File: src/rtl/gray_decoder_tracker_pkg.sv
// Shared definitions for Gray-code consumers: delta classes and a
// width-agnostic Gray-to-binary helper.
package gray_decoder_tracker_pkg;

    localparam int GRAY_MAX_W = 32;

    typedef enum logic [1:0] {
        DC_HOLD    = 2'd0,
        DC_UP      = 2'd1,
        DC_DN      = 2'd2,
        DC_ILLEGAL = 2'd3
    } delta_class_e;

    // Zero-extended narrower codes convert correctly: leading zeros do not disturb the prefix XOR.
    function automatic logic [GRAY_MAX_W-1:0] gray_to_bin(input logic [GRAY_MAX_W-1:0] g);
        logic [GRAY_MAX_W-1:0] b;
        b[GRAY_MAX_W-1] = g[GRAY_MAX_W-1];
        for (int i = GRAY_MAX_W - 2; i >= 0; i--) begin
            b[i] = b[i+1] ^ g[i];
        end
        return b;
    endfunction

endpackage

File: src/rtl/gray_decoder_tracker_gray2bin_n.sv
// Purely combinational N-bit Gray-to-binary converter.
module gray2bin_n
    import gray_decoder_tracker_pkg::*;
#(
    parameter int N = 4
) (
    input  logic [N-1:0] gray,
    output logic [N-1:0] bin
);

    logic [GRAY_MAX_W-1:0] gray_ext_s;
    logic [GRAY_MAX_W-1:0] bin_ext_s;

    assign gray_ext_s = GRAY_MAX_W'(gray);
    assign bin_ext_s  = gray_to_bin(gray_ext_s);
    assign bin        = N'(bin_ext_s);

endmodule

File: src/rtl/gray_decoder_tracker.sv
// Gray-code receiver: samples a Gray word, classifies the step against the
// previous sample and tracks an extended position plus error statistics.
module gray_decoder_tracker
    import gray_decoder_tracker_pkg::*;
#(
    parameter int N = 4,
    parameter int P = 8,
    parameter int E = 4
) (
    input  logic         clk,
    input  logic         rst,
    input  logic         clk_en,
    input  logic [N-1:0] gray_in,
    input  logic         err_clr,
    output logic [N-1:0] bin_out,
    output logic [P-1:0] pos_out,
    output logic         valid,
    output logic         step_up,
    output logic         step_dn,
    output logic         err,
    output logic         err_sticky,
    output logic [E-1:0] err_cnt
);

    localparam logic [P-1:0] LOW_MASK = P'({N{1'b1}});

    logic [N-1:0]  g_q_r;
    logic          v1_r;
    logic          primed_r;
    logic [N-1:0]  b_s;
    logic [N-1:0]  delta_s;
    delta_class_e  dclass_s;

    logic          primed_n_s;
    logic [N-1:0]  bin_n_s;
    logic [P-1:0]  pos_n_s;
    logic          valid_n_s;
    logic          up_n_s;
    logic          dn_n_s;
    logic          err_n_s;
    logic          sticky_n_s;
    logic [E-1:0]  cnt_n_s;

    gray2bin_n #(.N(N)) u_gray2bin (
        .gray (g_q_r),
        .bin  (b_s)
    );

    // Classify the modular distance between the staged sample and the last accepted one.
    always_comb begin
        delta_s  = b_s - bin_out;
        dclass_s = DC_ILLEGAL;
        if (delta_s == {N{1'b0}}) begin
            dclass_s = DC_HOLD;
        end else if (delta_s == N'(1'b1)) begin
            dclass_s = DC_UP;
        end else if (delta_s == {N{1'b1}}) begin
            dclass_s = DC_DN;
        end else begin
            dclass_s = DC_ILLEGAL;
        end
    end

    // Stage-2 next state: position update, pulses and error bookkeeping.
    always_comb begin
        primed_n_s = primed_r;
        bin_n_s    = bin_out;
        pos_n_s    = pos_out;
        valid_n_s  = 1'b0;
        up_n_s     = 1'b0;
        dn_n_s     = 1'b0;
        err_n_s    = 1'b0;
        sticky_n_s = err_sticky;
        cnt_n_s    = err_cnt;

        if (v1_r) begin
            valid_n_s = 1'b1;
            bin_n_s   = b_s;
            if (!primed_r) begin
                primed_n_s = 1'b1;
                pos_n_s    = P'(b_s);
            end else begin
                case (dclass_s)
                    DC_HOLD: pos_n_s = pos_out;
                    DC_UP: begin
                        up_n_s  = 1'b1;
                        pos_n_s = pos_out + P'(1'b1);
                    end
                    DC_DN: begin
                        dn_n_s  = 1'b1;
                        pos_n_s = pos_out - P'(1'b1);
                    end
                    default: begin
                        // Resync the low bits to the code, keep the wrap count above it.
                        err_n_s = 1'b1;
                        pos_n_s = (pos_out & ~LOW_MASK) | P'(b_s);
                    end
                endcase
            end
        end else begin
            valid_n_s = 1'b0;
        end

        // A fresh error at the same edge as a clear is kept as the first counted error.
        if (err_clr) begin
            sticky_n_s = err_n_s;
            cnt_n_s    = err_n_s ? E'(1'b1) : {E{1'b0}};
        end else if (err_n_s) begin
            sticky_n_s = 1'b1;
            cnt_n_s    = (err_cnt == {E{1'b1}}) ? err_cnt : err_cnt + E'(1'b1);
        end else begin
            sticky_n_s = err_sticky;
            cnt_n_s    = err_cnt;
        end
    end

    // Stage-1 capture and stage-2 output registers.
    always_ff @(posedge clk) begin
        if (rst) begin
            g_q_r      <= {N{1'b0}};
            v1_r       <= 1'b0;
            primed_r   <= 1'b0;
            bin_out    <= {N{1'b0}};
            pos_out    <= {P{1'b0}};
            valid      <= 1'b0;
            step_up    <= 1'b0;
            step_dn    <= 1'b0;
            err        <= 1'b0;
            err_sticky <= 1'b0;
            err_cnt    <= {E{1'b0}};
        end else begin
            v1_r       <= clk_en;
            if (clk_en) begin
                g_q_r <= gray_in;
            end
            primed_r   <= primed_n_s;
            bin_out    <= bin_n_s;
            pos_out    <= pos_n_s;
            valid      <= valid_n_s;
            step_up    <= up_n_s;
            step_dn    <= dn_n_s;
            err        <= err_n_s;
            err_sticky <= sticky_n_s;
            err_cnt    <= cnt_n_s;
        end
    end

endmodule

File: config.mk
export PLATFORM = sky130hd
export DESIGN_NAME = gray_decoder_tracker
export DESIGN_NICKNAME = d
export VERILOG_FILES = /design/src/rtl/gray_decoder_tracker_pkg.sv /design/src/rtl/gray_decoder_tracker_gray2bin_n.sv /design/src/rtl/gray_decoder_tracker.sv
export SDC_FILE = /design/constraint.sdc
export NUM_CORES = 1
export LEC_CHECK = 0
export CAP_MARGIN = 10
export CELL_PAD_IN_SITES_DETAIL_PLACEMENT = 1
export CELL_PAD_IN_SITES_GLOBAL_PLACEMENT = 1
export CORE_MARGIN = 5
export CORE_UTILIZATION = 35
export DETAILED_ROUTE_END_ITERATION = 6
export PLACE_DENSITY = 0.72
export SYNTH_ARGS = -nofsm -noshare
export SYNTH_HDL_FRONTEND = slang
export SYNTH_HIERARCHICAL = 1
export SYNTH_SLANG_ARGS = --single-unit
File: constraint.sdc
create_clock -name clk -period 3.8 [get_ports clk]
set_input_delay 0.76 -clock clk [delete_from_list [all_inputs] [get_ports clk]]
set_output_delay 0.76 -clock clk [all_outputs]
set_load 0.03 [all_outputs]
Yosys cells after proc, flatten, opt, wreduce, memory -nomap -nowiden
Index checks and enable logic that the tools add are counted.

word-level totals
  flip-flop bits (word level) = 27
  memory bits (writable) = 0
  logic and storage cells = 52
  output and inout port bits = 21
  bits in read-only memories = 0
  input bits = 8
  latch bits = 0
  memories kept = 0

operators by class
  divide/modulo/power cells = 0
  equality and inequality tests = 7
  $add $sub $neg = 4
  multiply operators = 0
  shift-type cells = 0
  bitwise gates (word level) = 6
  multiplexer cells = 17
  reduce and logical (&&, ||, !) cells = 7
  order comparisons = 0

operators by type and width
  kind                                              count
  case mux 8 bit (3 select lines)                   1
  2-to-1 mux 4 bit                                  3
  2-to-1 mux 1 bit                                  10
  adder 8 x 1 -> 8 bit, second input constant       1
  == test 4 bit, second input constant              2
  2-to-1 mux 8 bit                                  1
  bitwise OR 8 x 4 -> 8 bit                         1
  subtractor 8 x 1 -> 8 bit, second input constant  1
  OR reduction 3 bit                                2
  adder 4 x 1 -> 4 bit, second input constant       1
  == test 4 x 1 -> 1 bit, second input constant     1
  logical NOT 4 bit                                 1
  2-to-1 mux 2 bit                                  2
  inequality test 2 bit, second input constant      2
  AND reduction 2 bit                               2
  subtractor 4 bit                                  1
  bitwise XOR 1 bit                                 3
  == test 2 x 1 -> 1 bit, second input constant     1
  == test 2 bit, second input constant              1
  logical NOT 2 bit                                 1
  inverter 1 bit                                    2
  nonzero test 2 bit                                1

Depth between registers and ports, before layout
Gate-level depths: netlist of run 1.

  depth in word-level cells = 15
  depth in mapped cells = 19
  mapped depth without buffers = 19

Cells and area by module
The synthesis of run 1 kept the hierarchy.

by module, submodules not included
  module                cells each  instances  seq. area each (um^2)  area each (um^2)
  gray_decoder_tracker  160         1          540.5                  1453.9
  gray2bin_n            5           1          0.0                    50.0

Worst setup path after synthesis of run 1
OpenSTA, ideal clock, no wires.

  path type = reg-to-reg
  start point = register g_q_r[3]
  end point = register pos_out[6]
  buffers on the path = 0
  data arrival time = 3.629 ns
  stages on the path, launching flop included = 17
  setup time = 0.117 ns
  data required time = 3.683 ns
  slack = 0.054 ns
  period minus slack after synthesis = 3.746 ns
  cell sequence = dfxtp_1 -> xor2_2 -> xnor2_1 -> inv_1 -> ha_1 -> fa_1 -> xor2_1 -> and3_1 -> a21o_1 -> ha_1 -> ha_1 -> nor2b_4 -> o21ai_2 -> a21boi_1 -> o21a_1 -> or3_1 -> a32o_1

between the ends
  longest elaborated chain between the ends = 11
  elaborated cells between the ends (all ways) = 17
  those cells by class = add/sub (1); eq/ne (5); mux (5); bitwise (3); reduce/logical (3)

RTL lines
  element                                                                   RTL line                        text
  start: declaration                                                        gray_decoder_tracker.sv:27      logic [N-1:0] g_q_r;
  start signal: assignment                                                  gray_decoder_tracker.sv:120     g_q_r <= {N{1'b0}};
  start signal: assignment                                                  gray_decoder_tracker.sv:134     g_q_r <= gray_in;
  bitwise XOR 1 bit *                                                       gray_decoder_tracker_pkg.sv:19  b[i] = b[i+1] ^ g[i];
  named net b_s[2]                                                          gray_decoder_tracker.sv:30      logic [N-1:0] b_s;
  bitwise XOR 1 bit * (2 in a row)                                          gray_decoder_tracker_pkg.sv:19
  named net b_s[0]                                                          gray_decoder_tracker.sv:30
  subtractor 4 bit *                                                        gray_decoder_tracker.sv:51      delta_s = b_s - bin_out;
  == test 4 bit                                                             gray_decoder_tracker.sv:57      end else if (delta_s == {N{1'b1}}) begin
  2-to-1 mux 1 bit                                                          gray_decoder_tracker.sv:57
  2-to-1 mux 2 bit                                                          gray_decoder_tracker.sv:55      end else if (delta_s == N'(1'b1)) begin
  2-to-1 mux 2 bit *                                                        gray_decoder_tracker.sv:53      if (delta_s == {N{1'b0}}) begin
  == test 2 bit (tied with other cells)                                     gray_decoder_tracker.sv:83      case (dclass_s)
  case mux 8 bit (3 select lines) or inequality test 2 bit (tied branches)  --
  2-to-1 mux 8 bit or AND reduction 2 bit (tied branches)                   --
  end signal: assignment                                                    gray_decoder_tracker.sv:124     pos_out <= {P{1'b0}};
  end signal: assignment                                                    gray_decoder_tracker.sv:138     pos_out <= pos_n_s;
  end: declaration                                                          gray_decoder_tracker.sv:16      output logic [P-1:0] pos_out,

Mark *: on every way through the listed nets, which the timed path passes. The rest lies on a longest branch.
A chain may end at the register's enable or synchronous reset.

Worst setup path in the final report of run 1
  start point = register g_q_r[2]
  end point = register pos_out[6]

The elaborated chain is that of the path after synthesis.

==> results of run 1 <==
-- area by class of cell --
class                      count  area, um^2
clock inverter                 1       7.507
clock buffer                   3       41.29
fill                         467        1946
multi-input combinational    121        1021
timing repair buffer          46       415.4
tap                           50       62.56
inverter                      12       45.04
sequential                    27       548.0
-- timing repair --
item,CTS,global route
gates resized for setup,11,13
setup buffers,2,2
hold buffers,0,0
pin swaps,4,14
setup endpoints to repair,4,5
-- state kept, by name, summed over array words and instances, names as in the netlist --
name and count:
primed_r 1, step_up 1, err_sticky 1, bin_out 4
pos_out 8, g_q_r 4, err_cnt 4, err 1
valid 1, step_dn 1, v1_r 1
-- per-layer routing --
metal / GRT usage (%) / vias to the layer above / wire, um
met2: 31.74 / 26 / 2355
met4: 7.961 / 0 / 170
li1: - / 653 / -
met3: 2.639 / 14 / 127
met5: 0 / - / 0
met1: 16.16 / 634 / 1694
-- placed cells by master (no fill, tap or decap), types with 2 or more instances in the layout --
master and n:
fa_2 2, a21o_1 4, nand2_1 8, and3_1 2, xnor2_2 4, dfxtp_1 25, nand3_1 2, a21oi_1 8
inv_1 11, a211oi_1 2, nor2b_1 2, ha_1 11, mux2i_1 9, nor2_1 19, xor2_1 5, clkdlybuf4s50_1 28
a21oi_2 3, o21ai_0 5, and2_1 2, clkbuf_8 3, buf_4 18, nor3_1 6, dfxtp_4 2, xnor2_1 2
ha_4 3
-- where the power goes --
part | switching (uW) | internal [uW] | leakage [uW]
combinational | 190 | 184 | 0.000645
sequential | 16.4 | 295 | 0.000221
clock | 98.9 | 74.7 | 0.0000217
-- cells by family (layout without fill, tap and decap cells) --
group / Yosys count / after routing
buffers and inverters: 17 / 62
adder cells (fa/ha/maj): 16 / 16
XOR/XNOR: 13 / 13
AND/OR/NAND/NOR: 51 / 51
multiplexers: 9 / 9
flip-flops: 27 / 27
AO/OA/AOI/OAI: 32 / 32
-- worst reg2reg max path, stage by stage, from the launching register on --
cell	delay, ns
dfxtp_4	0.38
xor2_4	0.22
xnor2_2	0.15
inv_1	0.08
ha_1	0.23
fa_2	0.38
xor2_2	0.18
and3_4	0.21
a21o_1	0.20
ha_4	0.20
buf_4	0.14
ha_1	0.30
o21ai_2	0.09
a21boi_2	0.07
o21a_1	0.20
or3_1	0.31
a32o_1	0.25
-- metrics by stage --
stage	setup slack [ns]	util, %	setup TNS (ns)
2_1_floorplan	0.05400	-	0
3_3_place_gp	0.06987	47.18	0
3_5_place_dp	-0.1385	47.18	-0.2098
4_1_cts	0.01151	50.09	0
5_1_grt	-0.04495	52.39	-0.06624
6_report	0.1253	52.39	0
-- final timing paths --
check,start,to,slack [ns]
worst max-delay path,g_q_r[2],pos_out[6],0.13
worst min-delay path,pos_out[7],pos_out[7],0.48
worst max register to register,g_q_r[2],pos_out[6],0.13
worst min register to register,pos_out[7],pos_out[7],0.48
==> impl_metrics.ini, run 1 <==
[global_routing]
grt_max_degree = 24
grt_pass1_vias = 1528
gr-total-overflow = 0
grt_use_total_pct = 16.17
grt_pass1_wl_um = 6886
antenna_found_initial = 0

[setup_path]
arrival_ns = 3.86
crit_cells = 16
crit_required_ns = 3.99
crit_fanout = 6
endpoint_kind = register
cp-start-kind = register
cp_slowest_cell = dfxtp_4
critPathBufInv = 2
path_class = register to register
r2r_cells = 16
critPathMostFrequentCell = ha_1
crit_family = adder cells
crit_path_max_incr_delay_ns = 0.38
path_cells = xor2_4 -> xnor2_2 -> inv_1 -> ha_1 -> fa_2 -> xor2_2 -> and3_4 -> a21o_1 -> ha_4 -> buf_4 -> ha_1 -> o21ai_2 -> a21boi_2 -> o21a_1 -> or3_1 -> a32o_1

[synth]
yosys_warnings = 6
synth_top_area_share_pct = 35.94
synth.top_cells.by_count = dfxtp_1 (27), nor2_1 (19), ha_1 (14)
syn_avg_cell_area_um2 = 9.115
synth-compound-area-share_pct = 13.98
synthTopCellsByArea = dfxtp_1 (36%), ha_1 (12%), mux2i_1 (6.0%), nor2_1 (4.7%), a21oi_1 (3.7%)
synth_fa_ha_area_share_pct = 14.31
ys_types = 41
synth-seq-cells = 27
synth-xor-area-share_pct = 8.070
ys_seq_area_share_pct = 35.94
synth-simple-area-share_pct = 17.14
synth_nets = 189
synthesis.area_um2 = 1504
synth_most_common_cell = dfxtp_1
ys_async_sr_fraction_pct = 0
synth_top_family_by_area = simple AND/OR/NAND/NOR gates
ys.flop_type = dfxtp_1
syn_inst = 165
synth_edf_count = 0
muxShareOfSynthArea_pct = 5.990
synth_top_area_cell = dfxtp_1

[clocking]
cts_buffers = 3
cts_max_level = 1
cts-root-buf = clkbuf_8
cts.sinks = 27
clk_latency_ns = 0.28
cts_tree = built
clock_path_buffers = 2
clk_pin_slew_ns = 0.10

[outcome]
outcome = finished clean

[layout]
fin_nets = 235
drive_gt1_share_pct = 22.38
syn_to_final_growth_pct = 42.35
fin_cells = 260
final_area_um2 = 2141
diodes = 0

[floorplan]
core.rowCount = 23
fp.dieW_um = 75.55
start_util_pct = 36.80
ios = 29
fp.dieH_um = 75.55
core_area_um2 = 4086
dieArea_um2 = 5708

[sta]
finalCriticalPeriod_ns = 3.675
setup_viol = 0
tightestPinTransition_ns = 0.5764
rsz0062_at_grt = yes
finalCritPeriodShare_pct = 96.70
finalHoldViolations = 0
max_freq_mhz = 272.1
holdWs_ns = 0.4791
relSlewSlack_pct = 61.52
drv_slew = 0
finClkSkew_ns = 0.007443

[detailed_routing]
ant_nets = 0
avgRoutedWirePerCell_um = 16.72
vias = 1327
wl_um = 4347
drtIter0Drc = 32
drc = 0
routed_via_density = 5.104
dr.pass1.iters = 2

[min_path]
hold_class = register to register
hold_depth = 2

[pwr]
total_power_uw = 859.2
ir_drop_uv = 214.3
power.leakage_uw = 0.0008886
p_per_area_nw_per_um2 = 401.4

[place]
placedCellCount = 252
dp_hpwl_um = 3115
io_buffers = 28
dpl-instance-area_um2 = 1928
gp_congestion = 0.8015

[job]
maxCapViolations = 0
Power figures use the tool's default switching activity.
==> run 2, diff against run 1 <==
--- a/config.mk
+++ b/config.mk
@@ -9,9 +9,9 @@
 export CELL_PAD_IN_SITES_DETAIL_PLACEMENT = 1
 export CELL_PAD_IN_SITES_GLOBAL_PLACEMENT = 1
 export CORE_MARGIN = 5
-export CORE_UTILIZATION = 35
+export CORE_UTILIZATION = 41
 export DETAILED_ROUTE_END_ITERATION = 6
-export PLACE_DENSITY = 0.72
+export PLACE_DENSITY = 0.8
 export SYNTH_ARGS = -nofsm -noshare
 export SYNTH_HDL_FRONTEND = slang
 export SYNTH_HIERARCHICAL = 1
==> constraint.sdc (replaced) <==
create_clock -name clk -period 4.6 [get_ports clk]
set_input_delay 0.92 -clock clk [delete_from_list [all_inputs] [get_ports clk]]
set_output_delay 0.92 -clock clk [all_outputs]
set_load 0.03 [all_outputs]
==> run 2 against run 1 <==
Via count is 5.4% lower. Largest power group is now sequential cells. Critical path depth rose by 1. Clock power shrank 22%. Wire length down 18%.
==> impl_metrics.ini, run 2 (same netlist as run 1, synthesis figures left out) <==
[layout]
drive_gt1_share_pct = 5.729
syn_to_final_growth_pct = 24.46
fin_nets = 217
fillers = 432
diodes = 0
final_cell_mix = clkdlybuf4s50_1 (28), dfxtp_1 (27), nor2_1 (19), ha_1 (13), inv_1 (12)
multi_input_area_um2 = 897.1
regMostFlops = pos_out
fin_cells = 240
final_util_pct = 51.91
largest_register_ffs = 8
mostFrequentLayoutCell = clkdlybuf4s50_1
seqCellArea_um2 = 540.5

[floorplan]
core_area_um2 = 3606
dieArea_um2 = 4979
ios = 29
fp.dieH_um = 70.57
fp.dieW_um = 70.57
core.rowCount = 22
start_util_pct = 41.71

[clocking]
cts_buffers = 3
cts-root-buf = clkbuf_8
cts_tree = built
clock_path_buffers = 2
clk_pin_slew_ns = 0.09
clk_latency_ns = 0.27
cts_max_level = 1
cts.sinks = 27

[detailed_routing]
drc = 0
ant_nets = 0
vias = 1255
drtIter0Drc = 29
wl_um = 3577
routed_via_density = 5.229
dr.pass1.iters = 4
avgRoutedWirePerCell_um = 14.90

[min_path]
hold_class = register to register

[sta]
rsz0062_at_grt = no
finalCriticalPeriod_ns = 4.210
relSlewSlack_pct = 44.36
finClkSkew_ns = 0.005703
finalCritPeriodShare_pct = 91.51
holdWs_ns = 0.4822
max_freq_mhz = 237.6
setup_viol = 0
drv_slew = 0
tightestPinTransition_ns = 0.8319
finalHoldViolations = 0
finalSetupTns_ns = 0

[global_routing]
grt_max_degree = 24
gr-total-overflow = 0
grt_pass1_wl_um = 5996
grt_use_total_pct = 14.69
antenna_found_initial = 0
grt_pass1_vias = 1350

[pwr]
power.switching_uw = 206.9
seqPwrFrac_pct = 42.7
combPwrFrac_pct = 34.6
intPower_uw = 393.4
netSwitchingFraction_pct = 34.47
total_power_uw = 600.3
p_per_area_nw_per_um2 = 320.7
power.leakage_uw = 0.0007720
ir_drop_uv = 150.7
p_clk_share_pct = 22.7

[place]
placedCellCount = 236
gp_congestion = 0.7688
dp_hpwl_um = 2925
io_buffers = 28

[setup_path]
path_class = register to register
crit_required_ns = 4.77
endpoint_kind = register
arrival_ns = 4.38
cp-start-kind = register
crit_fanout = 8

[job]
maxCapViolations = 0

[outcome]
outcome = finished clean
-- run 2: stage by stage --
stage | worst slack (ns) | instance area, um^2
after floorplan | 0.8540 | 1504
after global placement | 0.5620 | 1821
after detailed placement | 0.2978 | 1821
after CTS | 0.2625 | 1869
after global routing | 0.1049 | 1872
final | 0.3904 | 1872
-- run 2: repair_timing --
action / in CTS / in global routing
endpoints found under the setup margin: 0 / 1
hold buffers: 0 / 0
resized for setup: 0 / 1
hold endpoints to repair: 0 / 0
buffers inserted: 0 / 0
-- run 2: critical path, cell delays in order, from the launching register on --
cell	delay [ns]
dfxtp_1	0.47
xor2_2	0.29
xor2_1	0.32
ha_1	0.30
a21o_1	0.16
a21oi_1	0.17
xnor2_1	0.11
nor4_1	0.38
a21o_1	0.17
ha_2	0.28
inv_1	0.11
fa_1	0.43
nor2b_4	0.15
o21ai_2	0.06
a21boi_1	0.23
o21a_1	0.15
o21ai_0	0.07
a32o_1	0.26
-- run 2: final timing paths --
check / startpoint / end / slack (ns) / cells after the start
setup / recovery: g_q_r[3] / pos_out[6] / 0.39 / 17
hold / removal: err_sticky / err_sticky / 0.48 / 2
setup reg to reg: g_q_r[3] / pos_out[6] / 0.39 / 17
hold reg to reg: err_sticky / err_sticky / 0.48 / 2
-- run 2: power by group through the flow --
stage | Sequential [uW] | Clock (uW) | Combinational [uW]
after floorplan | 271 | 0 | 140
after global placement | 261 | 0 | 198
after detailed placement | 262 | 0 | 206
after CTS | 257 | 143 | 208
after global routing | 258 | 151 | 232
final | 256 | 136 | 208
-- run 2: layer usage --
| layer | vias up | GRT usage, % | share of wire, % |
|---|---|---|---|
| met5 | - | 0 | 0 |
| met4 | 0 | 4.384 | 2.1 |
| met3 | 8 | 3.409 | 3.6 |
| met2 | 29 | 28.48 | 53 |
| met1 | 601 | 15.62 | 41 |
| li1 | 617 | - | - |
-- run 2: layout make-up --
cell class	instances	share of cell area, %
sequential	27	28.88
timing repair buffer	28	14.97
clock inverter	1	0.4011
clock buffer	3	2.206
tap	48	3.209
multi-input combinational	121	47.93
inverter	12	2.406
==> run 3, diff against run 2 <==
--- a/config.mk
+++ b/config.mk
@@ -5,13 +5,16 @@
 export SDC_FILE = /design/constraint.sdc
 export NUM_CORES = 1
 export LEC_CHECK = 0
+export ABC_CLOCK_PERIOD_IN_PS = 4600
 export CAP_MARGIN = 10
 export CELL_PAD_IN_SITES_DETAIL_PLACEMENT = 1
 export CELL_PAD_IN_SITES_GLOBAL_PLACEMENT = 1
+export CORE_ASPECT_RATIO = 1.4
 export CORE_MARGIN = 5
 export CORE_UTILIZATION = 41
 export DETAILED_ROUTE_END_ITERATION = 6
 export PLACE_DENSITY = 0.8
+export RECOVER_POWER = 50
 export SYNTH_ARGS = -nofsm -noshare
 export SYNTH_HDL_FRONTEND = slang
 export SYNTH_HIERARCHICAL = 1
==> run 3 against run 2 <==
Largest cell class unchanged. Count of clock-buffer cells in the layout did not move. Highest routed layer unchanged. Fmax fell by 0.99%. Sequential power barely moved. Worst hold slack improved by 0.0028 ns. Core utilization rose by 0.34 points. Die area rose by 0.34%. Critical path depth did not move. First-iteration DRC count fell by 21%. Sequential share of layout area fell by 0.23 points.
==> impl_metrics.ini, run 3 (same netlist as run 1, synthesis figures left out) <==
[pwr]
p_per_area_nw_per_um2 = 323.4
total_power_uw = 610.2
ir_drop_uv = 228.7
power.leakage_uw = 0.0008195

[clocking]
clk_pin_slew_ns = 0.10
hold_buffers = 0
clock_path_buffers = 2
clk_latency_ns = 0.28
cts_max_level = 1
cts_buffers = 3
postCtsSetupBuffers = 0
cts_tree = built
cts.sinks = 27
cts-root-buf = clkbuf_8

[sta]
setup_viol = 0
finalSetupTns_ns = 0
finalCritPeriodShare_pct = 92.43
finalHoldViolations = 0
finalCriticalPeriod_ns = 4.252
finClkSkew_ns = 0.008782
drv_slew = 0
tightestPinTransition_ns = 0.8077
rsz0062_at_grt = no
max_freq_mhz = 235.2
relSlewSlack_pct = 45.98

[setup_path]
cp-start-kind = register
ff2ff_setup_slack_ns = 0.35
crit_path_max_incr_delay_ns = 0.50
cp_slowest_cell = dfxtp_1
path_cells = xor2_4 -> xnor2_1 -> inv_1 -> ha_1 -> fa_1 -> xor2_1 -> and3_1 -> a21o_1 -> ha_1 -> inv_1 -> fa_1 -> nor2b_4 -> o21ai_2 -> a21boi_1 -> o21a_1 -> o21ai_0 -> a32o_1
crit_fanout = 8
crit_required_ns = 4.78
r2r_start = g_q_r[3]
path_class = register to register
r2r_cells = 17
arrival_ns = 4.43
reg2reg_to = pos_out[6]
endpoint_kind = register

[place]
dp_hpwl_um = 2959
io_buffers = 28
gp_congestion = 0.7769

[detailed_routing]
wl_um = 3612
dr.pass1.iters = 4
drc = 0
routed_via_density = 5.329
ant_nets = 0
avgRoutedWirePerCell_um = 15.44
vias = 1247
drtIter0Drc = 23

[layout]
syn_to_final_growth_pct = 25.46
largest_register_ffs = 8
fillers = 441
fin_nets = 217
diodes = 0
regMostFlops = pos_out
final_cell_mix = dfxtp_1 (27), nor2_1 (19), ha_1 (14), clkdlybuf4s50_1 (14), dlygate4sd3_1 (14)
multi_input_area_um2 = 919.6
seqCellArea_um2 = 540.5
mostFrequentLayoutCell = dfxtp_1
drive_gt1_share_pct = 6.250

[floorplan]
core.rowCount = 26
fp.dieW_um = 61.19
core_area_um2 = 3611
ios = 29
dieArea_um2 = 4996
fp.dieH_um = 81.66
start_util_pct = 41.65

[global_routing]
grt_pass1_wl_um = 6196
antenna_found_initial = 0
grt_pass1_vias = 1330
grt_max_degree = 24
gr-total-overflow = 0
globalRouteMet3Util_pct = 2.044
grt_use_met1_pct = 17.95
top_usage_layer = met2
grt_use_total_pct = 16.36
grtUsageMet2_pct = 30.93

[min_path]
min-delay-start = err_sticky
hold_class = register to register
whs_endpoint = err_sticky
hold_depth = 2

[outcome]
outcome = finished clean

[job]
maxCapViolations = 0
-- run 3: stage by stage --
stage / instances / utilization [%] / area [um^2] / setup WS, ns / hold WS [ns]
after floorplan: 165 / - / 1504 / 0.8540 / 0.4820
after global placement: 230 / 50.21 / 1813 / 0.5858 / 0.4615
after detailed placement: 230 / 50.21 / 1813 / 0.3959 / 0.4768
after CTS: 234 / 51.56 / 1862 / 0.3600 / 0.4946
after global routing: 234 / 52.25 / 1887 / 0.04582 / 0.5174
final: 234 / 52.25 / 1887 / 0.3481 / 0.4849
-- run 3: how the worst max path moves through the flow --
| stage | to | cells past startpoint | slack, ns | startpoint |
|---|---|---|---|---|
| 3_3_place_gp | pos_out[6] | 16 | 0.59 | g_q_r[3] |
| 2_1_floorplan | pos_out[6] | 16 | 0.85 | g_q_r[3] |
| 5_1_grt | pos_out[6] | 17 | 0.05 | g_q_r[3] |
| 6_report | pos_out[6] | 17 | 0.35 | g_q_r[3] |
| 4_1_cts | pos_out[6] | 17 | 0.36 | g_q_r[3] |
| 3_5_place_dp | pos_out[6] | 17 | 0.40 | g_q_r[3] |
-- run 3: repair_timing --
action                                  in CTS  in global routing
hold endpoints to repair                     0                  0
resized for setup                            0                  3
endpoints found under the setup margin       0                  1
-- run 3: cell type report --
type / instances / area share [%]
Multi-Input combinational cell: 121 / 48.74
Timing Repair Buffer: 28 / 14.85
Inverter: 12 / 2.387
Clock inverter: 1 / 0.3979
Tap cell: 42 / 2.785
Sequential cell: 27 / 28.65
Clock buffer: 3 / 2.188
-- run 3: power by group --
| part | switching (uW) | internal [uW] |
|---|---|---|
| Clock | 79.3 | 61.5 |
| Combinational | 124 | 88.8 |
| Sequential | 12.7 | 244 |
-- run 3: routing by layer --
layer / vias to the layer above / part of all wire (%)
met5: - / 0
met3: 6 / 2.6
met1: 597 / 41
met4: 0 / 1.6
li1: 623 / -
met2: 21 / 55
-- run 3: critical path: cells and delay by family, from the launching register on --
family	cells	cell delay [ns]
buffers and inverters	2	0.21
AO/OA/AOI/OAI	6	0.89
flip-flops	1	0.50
AND/OR/NAND/NOR	2	0.46
adder cells (fa/ha/maj)	4	1.37
XOR/XNOR	3	0.72
